**src/rtl/cdm_pkg.sv**
```systemverilog
// Shared widths, FSM state encoding and the |exact - approx| helper for the
// cdm8 multiplier error monitor.
package cdm_pkg;
  localparam int OP_W   = 8;
  localparam int PROD_W = 16;
  localparam int CNT_W  = 32;
  localparam int SUM_W  = 40;

  typedef enum logic [1:0] {ST_IDLE, ST_RUN, ST_DRAIN, ST_DONE} state_t;

  // 17-bit signed difference so R above or below the exact product is handled.
  function automatic logic [PROD_W-1:0] abs_diff(input logic [PROD_W-1:0] x,
                                                 input logic [PROD_W-1:0] y);
    logic [PROD_W:0] d;
    logic [PROD_W:0] nd;
    d  = {1'b0, x} - {1'b0, y};
    nd = -d;
    return d[PROD_W] ? nd[PROD_W-1:0] : d[PROD_W-1:0];
  endfunction
endpackage

```
**src/rtl/cdm8_err_monitor_if.sv**
```systemverilog
// Sample handshake between the multiplier under test (master) and the monitor.
interface cdm8_err_monitor_if;
  import cdm_pkg::*;
  logic              in_valid;
  logic              in_ready;
  logic [OP_W-1:0]   in_a;
  logic [OP_W-1:0]   in_b;
  logic [PROD_W-1:0] in_r;
  logic              in_last;

  modport master (output in_valid, in_a, in_b, in_r, in_last, input in_ready);
  modport slave  (input in_valid, in_a, in_b, in_r, in_last, output in_ready);
endinterface

```
**src/rtl/cdm8_exact_ref.sv**
```systemverilog
// Pipeline stage 1: registered exact 8x8 unsigned product alongside the
// approximate result it will be compared with.
module cdm8_exact_ref
  import cdm_pkg::*;
(
  input  logic              clk,
  input  logic              rst,
  input  logic              en,
  input  logic [OP_W-1:0]   a,
  input  logic [OP_W-1:0]   b,
  input  logic [PROD_W-1:0] r,
  output logic [PROD_W-1:0] prod,
  output logic [PROD_W-1:0] r_q
);
  always_ff @(posedge clk) begin
    if (rst) begin
      prod <= '0;
      r_q  <= '0;
    end else if (en) begin
      prod <= {{(PROD_W-OP_W){1'b0}}, a} * {{(PROD_W-OP_W){1'b0}}, b};
      r_q  <= r;
    end
  end
endmodule

```
**src/rtl/cdm8_err_monitor.sv**
```systemverilog
// Error-statistics monitor for an approximate 8x8 multiplier.
// Optional CDM_WORST_CAPTURE_EN adds worst_a/worst_b (operands of the max error).
module cdm8_err_monitor
  import cdm_pkg::*;
#(
  parameter int unsigned ERR_THRESH = 0
) (
  input  logic               clk,
  input  logic               rst,
  input  logic               start,
  cdm8_err_monitor_if.slave  bus,
  output logic               busy,
  output logic               done,
  output logic [CNT_W-1:0]   sample_count,
  output logic [CNT_W-1:0]   err_count,
  output logic [SUM_W-1:0]   sum_abs_err,
  output logic [PROD_W-1:0]  max_abs_err
`ifdef CDM_WORST_CAPTURE_EN
  ,
  output logic [OP_W-1:0]    worst_a,
  output logic [OP_W-1:0]    worst_b
`endif
);
  localparam int STAGES = 2;

  state_t            state;
  logic              ready;
  logic              drain_cnt;
  logic              accept;
  logic [STAGES:1]   vld_pipe;
  logic [PROD_W-1:0] prod_q;
  logic [PROD_W-1:0] r_q;
  logic [PROD_W-1:0] abs_q;

  assign accept       = bus.in_valid & ready;
  assign bus.in_ready = ready;

  cdm8_exact_ref u_exact (
    .clk  (clk),
    .rst  (rst),
    .en   (accept),
    .a    (bus.in_a),
    .b    (bus.in_b),
    .r    (bus.in_r),
    .prod (prod_q),
    .r_q  (r_q)
  );

`ifdef CDM_WORST_CAPTURE_EN
  logic [OP_W-1:0] a1, b1, a2, b2;

  always_ff @(posedge clk) begin
    if (rst || (start && (state == ST_IDLE || state == ST_DONE))) begin
      a1 <= '0; b1 <= '0; a2 <= '0; b2 <= '0;
      worst_a <= '0; worst_b <= '0;
    end else begin
      if (accept) begin
        a1 <= bus.in_a;
        b1 <= bus.in_b;
      end
      if (vld_pipe[1]) begin
        a2 <= a1;
        b2 <= b1;
      end
      if (vld_pipe[2] && abs_q > max_abs_err) begin
        worst_a <= a2;
        worst_b <= b2;
      end
    end
  end
`endif

  always_ff @(posedge clk) begin
    if (rst) begin
      state        <= ST_IDLE;
      ready        <= 1'b0;
      busy         <= 1'b0;
      done         <= 1'b0;
      drain_cnt    <= 1'b0;
      vld_pipe     <= '0;
      abs_q        <= '0;
      sample_count <= '0;
      err_count    <= '0;
      sum_abs_err  <= '0;
      max_abs_err  <= '0;
    end else begin
      vld_pipe <= {vld_pipe[STAGES-1:1], accept};

      // Stage 2 front half: error magnitude, sample counted here.
      if (vld_pipe[1]) begin
        abs_q <= abs_diff(prod_q, r_q);
        if (sample_count != '1) sample_count <= sample_count + CNT_W'(1);
      end

      if (vld_pipe[2]) begin
        sum_abs_err <= sum_abs_err + SUM_W'(abs_q);
        if (32'(abs_q) > ERR_THRESH && err_count != '1)
          err_count <= err_count + CNT_W'(1);
        if (abs_q > max_abs_err) max_abs_err <= abs_q;
      end

      case (state)
        ST_IDLE, ST_DONE: begin
          if (start) begin
            state        <= ST_RUN;
            ready        <= 1'b1;
            busy         <= 1'b1;
            done         <= 1'b0;
            vld_pipe     <= '0;
            sample_count <= '0;
            err_count    <= '0;
            sum_abs_err  <= '0;
            max_abs_err  <= '0;
          end
        end
        ST_RUN: begin
          if (accept && bus.in_last) begin
            state     <= ST_DRAIN;
            ready     <= 1'b0;
            drain_cnt <= 1'b0;
          end
        end
        ST_DRAIN: begin
          // Two cycles lets the last sample clear both pipeline stages.
          if (drain_cnt) begin
            state <= ST_DONE;
            busy  <= 1'b0;
            done  <= 1'b1;
          end else begin
            drain_cnt <= 1'b1;
          end
        end
        default: state <= ST_IDLE;
      endcase
    end
  end
endmodule

```
**src/flat_wrapper.sv**
```systemverilog
// flat-port wrapper written by rule: the top's interface ports become plain ports
module cdm8_err_monitor_flat import cdm_pkg::*;
#(
  parameter int unsigned ERR_THRESH = 0
)
  (clk, rst, start, busy, done, sample_count, err_count, sum_abs_err, max_abs_err, bus_in_valid, bus_in_a, bus_in_b, bus_in_r, bus_in_last, bus_in_ready);
  cdm8_err_monitor_if bus_i ();
  input  logic clk;
  input  logic rst;
  input  logic start;
  output logic busy;
  output logic done;
  output logic [CNT_W-1:0] sample_count;
  output logic [CNT_W-1:0] err_count;
  output logic [SUM_W-1:0] sum_abs_err;
  output logic [PROD_W-1:0] max_abs_err;
  input wire logic [$bits(bus_i.in_valid)-1:0] bus_in_valid;
  input wire logic [$bits(bus_i.in_a)-1:0] bus_in_a;
  input wire logic [$bits(bus_i.in_b)-1:0] bus_in_b;
  input wire logic [$bits(bus_i.in_r)-1:0] bus_in_r;
  input wire logic [$bits(bus_i.in_last)-1:0] bus_in_last;
  output wire logic [$bits(bus_i.in_ready)-1:0] bus_in_ready;
  assign bus_i.in_valid = bus_in_valid;
  assign bus_i.in_a = bus_in_a;
  assign bus_i.in_b = bus_in_b;
  assign bus_i.in_r = bus_in_r;
  assign bus_i.in_last = bus_in_last;
  assign bus_in_ready = bus_i.in_ready;
  cdm8_err_monitor #(.ERR_THRESH(ERR_THRESH)) u_core (.clk(clk), .rst(rst), .start(start), .bus(bus_i), .busy(busy), .done(done), .sample_count(sample_count), .err_count(err_count), .sum_abs_err(sum_abs_err), .max_abs_err(max_abs_err));
endmodule
```
**config.mk**
```make
export PLATFORM = sky130hd
export DESIGN_NAME = cdm8_err_monitor_flat
export DESIGN_NICKNAME = d
export VERILOG_FILES = /design/src/rtl/cdm_pkg.sv /design/src/rtl/cdm8_err_monitor_if.sv /design/src/rtl/cdm8_exact_ref.sv /design/src/rtl/cdm8_err_monitor.sv /design/src/flat_wrapper.sv
export SDC_FILE = /design/constraint.sdc
export NUM_CORES = 1
export LEC_CHECK = 0
export ABC_AREA = 1
export BUFFER_PORTS_ARGS = -buffer_cell sky130_fd_sc_hd__buf_2
export CELL_PAD_IN_SITES_DETAIL_PLACEMENT = 0
export CELL_PAD_IN_SITES_GLOBAL_PLACEMENT = 2
export CORE_UTILIZATION = 30
export CTS_CLUSTER_SIZE = 20
export DETAILED_ROUTE_END_ITERATION = 12
export HOLD_SLACK_MARGIN = 0.15
export PLACE_DENSITY = 0.84
export SYNTH_ARGS = -nofsm -noshare
export SYNTH_HDL_FRONTEND = slang
export SYNTH_SLANG_ARGS = --single-unit
```
**constraint.sdc**
```tcl
create_clock -name clk -period 4.4 [get_ports clk]
set_input_delay 0.22 -clock clk [delete_from_list [all_inputs] [get_ports clk]]
set_output_delay 0.22 -clock clk [all_outputs]
set_load 0.01 [all_outputs]
```
==> qor.yml <==
status:
  status: "complete, no violations"
critical_path:
  cp_num_buf_inv: 5
  setup.worst_path.start_class: "input pin"
  cp.required_ps: 4800
  max_stage_delay_ps: 550
  worst-setup-path-type: "input pin to flop"
  crit_family: "adder cells"
  cp_cell_sequence: "buf_2 -> nand2_1 -> fa_1 -> fa_1 -> inv_1 -> fa_1 -> inv_1 -> fa_1 -> inv_1 -> ha_1 -> a21oi_1 -> o21ai_0 -> a21oi_1 -> o21bai_1 -> or2_2 -> nand3_1 -> o211ai_1 -> inv_1"
  critPathSlowestCell: "fa_1"
  r2r-start: "u_core.u_exact.prod[0]"
  cp_max_fo: 8
  crit_arrival_ps: 4200
  crit_path_end_kind: "flop"
  critPathLaunch: "bus_in_a[1]"
global_routing:
  grt_pass1_wl_um: 63470
  track_usage_pct: 17.86
  grt_pass1_vias: 12080
  grt_overflow: 0
  grt_max_degree: 68
  antenna_found_initial: 1
clock_network:
  cts_resized: 0
  h-tree-depth: 4
  cts.sinks: 176
  clock_latency_ps: 460
  cts.path.max_buffers: 2
  cts_buffers: 17
  path_clk_slew_ps: 70
  post-cts-setup-buffers: 0
  cts-root-buf: "clkbuf_16"
  tritoncts: "yes"
  postCtsHoldBufs: 17
route:
  ant_nets: 0
  wirelength_um: 39190
  drt_first_pass_iters: 5
  drtIter0Drc: 669
  via_count: 12680
  remaining_drc_errors: 0
  vias_per_cell: 4.633
  avgRoutedWirePerCell_um: 14.32
synth:
  netlist_area_um2: 13190
  seq_area_frac_synth_pct: 26.71
  syn-num-nets: 2158
  avgSynthCellArea_um2: 6.616
  yosysWarnings: 0
  ys_types: 53
  synthCells: 1994
  synth_edf_count: 0
  ys_seq_elements: 176
  ys.flop_type: "dfxtp_1"
  synthArstFlopShare_pct: 0
hold_path:
  hold_start: "bus_in_r[14]"
  hold_class: "input pin to flop"
die:
  initial_core_util_pct: 30.49
  chipWidth_um: 211.7
  core_um2: 43270
  die-area_um2: 44820
  ioPinCount: 160
  die_h_um: 211.7
  rows: 76
pwr:
  p_leak_nw: 7.193
  vdd_drop_max_v: 0.0002490
  p_per_area_nw_per_um2: 447.9
  power_mw: 6.863
timing:
  fin_crit_ps: 3799
  fin_worst_skew_ps: 12.12
  setup-tns-final_ps: 0
  maxSlewViolCount: 0
  timing.final.ws_setup_ps: 600.8
  max_freq_mhz: 263.2
  fin_crit_sh_pct: 86.35
  setup_viol: 0
  slew_headroom_pct: 35.68
  hold_violations: 0
  grt_setup_unrepaired: "no"
  worst_pin_slew_ps: 964.8
placement:
  detailed_place_hpwl_um: 31010
  place_congestion: 0.8588
  dp_cells: 2685
  portBuffers: 159
  pre_cts_ws_ps: 157.1
layout:
  area_growth_pct: 16.13
  final_layout_size_suffix_gt1_share_pct: 12.52
  fill_cells: 4800
  nNetsFinal: 2300
  layout_commonest_cell: "nand2_1"
  instances_no_fill: 2736
  mostFrequentLayoutCells: "nand2_1, inv_1, nor2_1"
job:
  drv_cap: 0
[cell families after synthesis]
group | share of synthesized area (%)
adders and majority gates | 14.21
AOI/OAI and AO/OA | 13.09
xor gates and xnor gates | 4.040
DFF | 26.71
buffers and inverters | 11.60
and+or+nand+nor | 30.36
[final timing paths]
| kind | end | slack [ps] | cells past startpoint |
|---|---|---|---|
| worst max-delay path | u_core.u_exact.prod[12] | 600 | 18 |
| worst min-delay path | u_core.u_exact.r_q[14] | 170 | 3 |
| worst max register to register | u_core.abs_q[11] | 1320 | 17 |
| worst min register to register | u_core.drain_cnt | 460 | 2 |
[registers in the layout, summed over array words and instances (netlist names)]
| name | flops |
|---|---|
| u_core.abs_q | 16 |
| u_core.u_exact.r_q | 16 |
| u_core.err_count | 32 |
| u_core.done | 1 |
| u_core.u_exact.prod | 16 |
| u_core.state | 2 |
| u_core.max_abs_err | 16 |
| u_core.bus.in_ready | 1 |
| u_core.sample_count | 32 |
| u_core.drain_cnt | 1 |
| u_core.sum_abs_err | 40 |
| u_core.vld_pipe | 2 |
| u_core.busy | 1 |
[metal layers]
layer | share of wire (%) | global-route usage (%) | up-vias
met5 | 0 | 0 | -
li1 | - | - | 6690
met4 | 1.5 | 4.873 | 0
met3 | 3.2 | 2.507 | 31
met1 | 48 | 23.16 | 5754
met2 | 48 | 30.77 | 201
[final cells by class]
type	count	area, um^2	share of cell area, %
clock buffer	18	429.2	2.801
inverter	332	1249	8.150
sequential	176	3526	23.01
tap	585	732.0	4.777
multi-input combinational	1421	8147	53.17
clock inverter	14	177.7	1.160
timing repair buffer	188	1056	6.893
antenna	2	5.005	0.03267
[stage by stage]
step,hold slack [ps],utilization [%],area [um^2]
after detailed placement,452.9,33.60,14540
after floorplan,386.7,-,13190
final,173.9,35.41,15320
after global routing,224.0,35.40,15320
after global placement,447.8,33.60,14540
after CTS,159.8,35.40,15320
[worst reg2reg max path, delay by kind of cell, from the launching register on]
kind / cells / cell delay, ps
simple gates: 10 / 810
compound gates: 2 / 830
fa+ha+maj: 2 / 620
buf+inv: 3 / 420
flops: 1 / 300
[Yosys cell counts (9+ instances only)]
| library cell | count | area share, % |
|---|---|---|
| a211oi_1 | 11 | 0.63 |
| a21oi_1 | 115 | 4.4 |
| a31oi_1 | 9 | 0.43 |
| clkbuf_1 | 51 | 1.5 |
| dfxtp_1 | 176 | 27 |
| fa_1 | 38 | 5.8 |
| ha_1 | 89 | 8.4 |
| inv_1 | 321 | 9.1 |
| inv_2 | 9 | 0.26 |
| nand2_1 | 429 | 12 |
| nand2_2 | 12 | 0.57 |
| nand3_1 | 98 | 3.7 |
| nand4_1 | 41 | 1.9 |
| nor2_1 | 242 | 6.9 |
| nor2_2 | 11 | 0.52 |
| nor3_1 | 41 | 1.6 |
| nor4_1 | 16 | 0.76 |
| o211ai_1 | 14 | 0.80 |
| o21ai_0 | 124 | 4.7 |
| or2_2 | 10 | 0.47 |
| xnor2_1 | 23 | 1.5 |
| xor2_1 | 36 | 2.4 |
[report_power, final]
part / internal (mW) / switching [mW]
Combinational: 1.20 / 2.23
Sequential: 1.71 / 0.112
Clock: 0.904 / 0.710
Note: power is estimated with default switching activity, not from simulation.
